## config.mk

```make
export PLATFORM = sky130hd
export DESIGN_NAME = encoder_serial
export DESIGN_NICKNAME = d
export VERILOG_FILES = /design/src/rtl/encoder_serial.sv
export SDC_FILE = /design/constraint.sdc
export NUM_CORES = 1
export LEC_CHECK = 0
export BUFFER_PORTS_ARGS = -buffer_cell sky130_fd_sc_hd__buf_4
export CAP_MARGIN = 10
export CORE_MARGIN = 2
export CORE_UTILIZATION = 40
export DETAILED_ROUTE_END_ITERATION = 10
export PLACE_DENSITY = 0.6
export SETUP_SLACK_MARGIN = 0.05
export SKIP_CTS_REPAIR_TIMING = 1
export SYNTH_ARGS = -nofsm -noshare
export SYNTH_HDL_FRONTEND = slang
export SYNTH_SLANG_ARGS = --single-unit
```

## constraint.sdc

```tcl
create_clock -name clk -period 5.9 [get_ports clk]
set_clock_uncertainty 0.15 [all_clocks]
set_input_delay 1.18 -clock clk [delete_from_list [all_inputs] [get_ports clk]]
set_output_delay 1.18 -clock clk [all_outputs]
set_load 0.1 [all_outputs]
```

## src/rtl/encoder_serial.sv

```systemverilog
// encoder_serial
// ---------------------------------------------------------------------------
// Sequential 16-to-4 encoder. Captures a 16-bit multi-hot vector and emits
// the 4-bit index of every set bit, one code per valid/ready transfer, then
// pulses done. A zero vector pulses none instead of emitting anything.
//
// Ports:
//   clk         in   1  rising-edge clock
//   reset       in   1  synchronous, active-high reset
//   enable      in   1  block enable; low freezes every register
//   load        in   1  capture decoder_in (only honoured in IDLE)
//   decoder_in  in  16  multi-hot vector to encode
//   binary_out  out  4  current code
//   out_valid   out  1  binary_out is valid
//   out_ready   in   1  consumer accepts the current code
//   busy        out  1  high while codes are being emitted
//   count_out   out  5  popcount of the last accepted vector
//   done        out  1  one-cycle pulse after the final transfer
//   none        out  1  one-cycle pulse after loading a zero vector
//
// Configuration macro: ENC_MSB_FIRST_EN
//   undefined (default): lowest index emitted first, codes increasing
//   defined            : highest index emitted first, codes decreasing
// ---------------------------------------------------------------------------
module encoder_serial (
  input  logic        clk,
  input  logic        reset,
  input  logic        enable,
  input  logic        load,
  input  logic [15:0] decoder_in,
  output logic [3:0]  binary_out,
  output logic        out_valid,
  input  logic        out_ready,
  output logic        busy,
  output logic [4:0]  count_out,
  output logic        done,
  output logic        none
);

  typedef enum logic {IDLE, EMIT} state_t;

  state_t      stateQ, stateD;
  logic [15:0] pendQ, pendD;
  logic [3:0]  binOutQ, binOutD;
  logic        outValidQ, outValidD;
  logic        busyQ, busyD;
  logic [4:0]  countQ, countD;
  logic        doneQ, doneD;
  logic        noneQ, noneD;

  logic        xfer;
  logic [15:0] remaining;

  // Index of the set bit that goes out first under the selected scan order.
  function automatic logic [3:0] scanFirst(input logic [15:0] vec);
    logic [3:0] idx;
    idx = '0;
`ifdef ENC_MSB_FIRST_EN
    for (int i = 0; i < 16; i++) begin
      if (vec[i]) idx = 4'(i);
    end
`else
    for (int i = 15; i >= 0; i--) begin
      if (vec[i]) idx = 4'(i);
    end
`endif
    return idx;
  endfunction

  function automatic logic [4:0] popCount(input logic [15:0] vec);
    logic [4:0] cnt;
    cnt = '0;
    for (int i = 0; i < 16; i++) begin
      cnt = cnt + 5'(vec[i]);
    end
    return cnt;
  endfunction

  // The code on binary_out is always a set bit of pend, so clearing it
  // yields the bits still owed to the consumer.
  assign xfer      = outValidQ & out_ready & enable;
  assign remaining = pendQ & ~(16'h0001 << binOutQ);

  // State and datapath registers; reset wins over everything, and a low
  // enable leaves every register untouched because the *_d values hold.
  always_ff @(posedge clk) begin
    if (reset) begin
      stateQ    <= IDLE;
      pendQ     <= '0;
      binOutQ   <= '0;
      outValidQ <= 1'b0;
      busyQ     <= 1'b0;
      countQ    <= '0;
      doneQ     <= 1'b0;
      noneQ     <= 1'b0;
    end else begin
      stateQ    <= stateD;
      pendQ     <= pendD;
      binOutQ   <= binOutD;
      outValidQ <= outValidD;
      busyQ     <= busyD;
      countQ    <= countD;
      doneQ     <= doneD;
      noneQ     <= noneD;
    end
  end

  // Next-state logic: a nonzero load starts emission, the last transfer
  // returns to IDLE.
  always_comb begin
    stateD = stateQ;
    if (enable) begin
      case (stateQ)
        IDLE: if (load && (decoder_in != 16'h0000)) stateD = EMIT;
        EMIT: if (xfer && (remaining == 16'h0000)) stateD = IDLE;
        default: stateD = IDLE;
      endcase
    end
  end

  // Output/datapath next values. Pulses only clear on an enabled cycle so
  // that a frozen block keeps showing a pulse that was already up.
  always_comb begin
    pendD     = pendQ;
    binOutD   = binOutQ;
    outValidD = outValidQ;
    busyD     = busyQ;
    countD    = countQ;
    doneD     = doneQ;
    noneD     = noneQ;
    if (enable) begin
      doneD = 1'b0;
      noneD = 1'b0;
      case (stateQ)
        IDLE: begin
          if (load) begin
            pendD  = decoder_in;
            countD = popCount(decoder_in);
            if (decoder_in != 16'h0000) begin
              outValidD = 1'b1;
              busyD     = 1'b1;
              binOutD   = scanFirst(decoder_in);
            end else begin
              noneD = 1'b1;
            end
          end
        end
        EMIT: begin
          if (xfer) begin
            pendD = remaining;
            if (remaining != 16'h0000) begin
              binOutD = scanFirst(remaining);
            end else begin
              outValidD = 1'b0;
              busyD     = 1'b0;
              doneD     = 1'b1;
            end
          end
        end
        default: ;
      endcase
    end
  end

  assign binary_out = binOutQ;
  assign out_valid  = outValidQ;
  assign busy       = busyQ;
  assign count_out  = countQ;
  assign done       = doneQ;
  assign none       = noneQ;

endmodule

```

==> key figures <==
Outcome
  • Run status: finished, final reports clean

Yosys
  • Cell Area, Synth: 2402 um^2
  • Register area share after synthesis: 24.17%
  • Post-Syn Instances: 313
  • Commonest register cell after synthesis: dfxtp_1
  • Post-synthesis register bit count: 29
  • Mux contribution to synthesized area: 2.188%
  • Syn nets: 350
  • Post-synthesis cell type count: 61
  • XOR/XNOR Fraction of Synth Area: 0.3646%
  • Syn_area_per_cell: 7.675 um^2
  • EDFF count, synth: 0
  • Synth Warn #: 0
  • Largest family of logic cells by synthesized area: compound AO/OA/AOI/OAI gates
  • Simple-gate share of the synthesized area: 24.58%
  • Async set-reset flop share out of synthesis: 0%
  • Synth top area share: 24.17%
  • Post-synth top area cell: dfxtp_1
  • Synth Area in Compound Gates: 28.70%
  • Top post-synthesis cells by area: dfxtp_1 24%, fa_1 8.3%, a21oi_1 5.4%, nor2_1 5.3%, inv_1 4.4%
  • Adder-cell share of the synthesized area: 11.46%

Worst setup path
  • WS Path Type: in2reg
  • Crit-path most repeated cell: fa_1
  • Critical Path Source Type: input port
  • Worst setup EP type: flop
  • Crit-path slowest cell: fa_1
  • Worst Path Required: 5.92 ns
  • R2R Setup Slk: 3.00 ns
  • Crit-path cells: buf_4 > fa_1 > inv_1 > fa_1 > fa_1 > fa_1 > inv_1 > ha_1 > inv_1 > fa_1 > nor2b_1 > nor3_1 > a21oi_1 > nor2_1
  • CP Max Fanout: 5
  • Crit path DAT: 4.34 ns
  • Crit-path max cell delay: 0.54 ns

Timing
  • Slew headroom: 40.45%
  • Fmax: 231.3 MHz
  • Fin. max-slew vios: 0
  • RSZ-0062 raised after global routing: false
  • Final count of hold timing violations: 0
  • Worst-margin pin slew: 0.8921 ns
  • Final hold slack: 0.3028 ns
  • Period utilisation layout: 73.28%
  • Setup TNS: 0 ns
  • Tmin final: 4.323 ns
  • Final Setup Violations: 0

Cells and area
  • Fin util: 47.07%
  • Share of cells above drive strength 1: 16.02%
  • Antenna Cells: 0
  • Finished Layout Cells: 412
  • Final #Nets: 373
  • Design Area, Final: 2754 um^2
  • Area Overhead vs Synth: 14.64%

Floorplanning
  • # rows: 28
  • Total core area: 5851 um^2
  • Die height: 81.50 um
  • # IOs: 34
  • Die ar.: 6641 um^2
  • Die Width: 81.50 um
  • Initial core utilization: 41.06%

Placed design
  • Post-Place Cell Area: 2671 um^2
  • Placed Cells incl. Taps: 404
  • I/O Buffers: 33
  • GP Congestion: 0.8608
  • Final HPWL DP: 4844 um

Power
  • PD cells: 252.8 nW/um^2
  • LEAKAGE: 1.131 nW
  • Peak supply drop: 193.3 uV

Clocking
  • Htree depth: 2
  • Cts bufs inserted: 5
  • Sink Count: 29
  • Clock latency at the later pin of the worst-skew pair: 0.28 ns
  • Max Buffers Root-to-Sink: 2
  • CTS tree: done
  • Clock edge transition at the registers on the reported setup and hold paths: 0.06 ns
  • Root Buffer Master: clkbuf_8

GRT
  • Vias in the first global route: 2162
  • Largest net degree at the start of global routing: 28
  • Global-route wire length before repair: 10610 um
  • Antenna violations before repair: 0
  • GRT Util Overall: 21.12%
  • GRT overflow: 0

Route
  • Drt first pass iters: 5
  • # DRC: 0
  • Vias per cell: 5.850
  • Drt wl/cell: 16.03 um
  • Wirelength, routed: 6603 um
  • Post-route ant nets: 0
  • Total number of vias: 2410
  • Initial DRC Count: 141

Worst hold path
  • Worst Hold Class: reg2reg

Flow run
  • Max-Cap Viols: 0
## flip-flops by register name, summed over array words and instances (netlist names)
name	cells
binary_out	4
busy	1
count_out	5
done	1
none	1
pendQ	16
stateQ	1
## through the flow
| step | setup slack [ns] | power (mW) |
|---|---|---|
| after floorplan | 1.499 | 0.4677 |
| after global placement | 1.314 | 0.5378 |
| after detailed placement | 1.278 | 0.5407 |
| after CTS | 1.580 | 0.7002 |
| after global routing | 1.463 | 0.7434 |
| final | 1.577 | 0.6962 |
## path summary, 6_finish.rpt
kind,from,end,cells after the start
setup / recovery,decoder_in[0],count_out[2]$_SDFFE_PP0P_,14
hold / removal,count_out[4]$_SDFFE_PP0P_,count_out[4]$_SDFFE_PP0P_,2
setup reg to reg,binary_out[0]$_SDFFE_PP0P_,stateQ$_SDFFE_PP0P_,6
hold reg to reg,count_out[4]$_SDFFE_PP0P_,count_out[4]$_SDFFE_PP0P_,2
## per-layer routing
metal	vias up	part of all wire, %	track usage [%]
met5	-	0	0
li1	1175	-	-
met4	0	1.1	5.085
met1	1146	47	28.84
met3	7	5.8	4.066
met2	82	46	34.43
## critical path: cells and delay by family
family | cells | cell delay (ns)
simple gates | 3 | 0.27
compound gates | 1 | 0.13
buf+inv | 4 | 0.30
fa+ha+maj | 6 | 2.47
## kinds of logic (layout without fill, tap and decap cells)
| logic type | after synthesis | after routing |
|---|---|---|
| xor gates and xnor gates | 1 | 1 |
| and+or+nand+nor | 112 | 112 |
| adders and majority gates | 16 | 16 |
| buffers and inverters | 48 | 72 |
| DFF | 29 | 29 |
| muxes | 5 | 5 |
| AOI/OAI and AO/OA | 102 | 102 |
## final cells by class
cell class | count | area (um^2)
Fill cell | 593 | 3097
Multi-Input combinational cell | 236 | 1622
Sequential cell | 29 | 580.6
Timing Repair Buffer | 36 | 270.3
Inverter | 28 | 105.1
Tap cell | 75 | 93.84
Clock buffer | 6 | 72.57
Clock inverter | 2 | 10.01
## Yosys cell counts, types with 4 or more instances
master    instances
a211oi_1          4
dfxtp_1          29
nor2b_1           5
buf_2             5
nor2_1           34
a22oi_1          12
nor3_1            7
or3_1             4
nor4_1            5
o21ai_0          17
nand2b_1          6
nand2_1          25
ha_1              6
nand4_1           4
clkbuf_1          9
a21o_1            5
fa_1             10
a31oi_1           8
inv_1            28
a21oi_1          26
o31ai_1           4
## report_power, final
part / internal [mW] / switching, mW / total, mW
registers: 0.210 / 0.0242 / 0.234
logic: 0.116 / 0.186 / 0.302
clock network: 0.0815 / 0.0788 / 0.160
## cell usage in the layout, fill, tap and decap left out, types with 2 or more instances in the layout
cell	synthesis	final
a2111oi_2	2	2
a211oi_1	4	4
a21o_1	5	5
a21oi_1	26	26
a22oi_1	12	12
a2bb2oi_1	2	2
a31oi_1	8	8
buf_4	3	36
clkbuf_8	0	5
clkinv_2	0	2
dfxtp_1	29	29
fa_1	10	10
ha_1	6	6
inv_1	28	28
mux2_2	2	2
mux2i_1	3	3
nand2_1	25	25
nand2b_1	6	6
nand3_1	3	3
nand4_1	4	4
nand4b_1	2	2
nand4bb_1	3	3
nor2_1	34	34
nor2b_1	5	5
nor3_1	7	6
nor3b_1	3	3
nor4_1	5	5
o211ai_1	3	3
o21ai_0	17	17
o21ai_1	2	2
o22a_1	2	2
o31ai_1	4	4
or2_2	2	2
or3_1	4	4
Note: power is estimated with default switching activity, not from simulation.
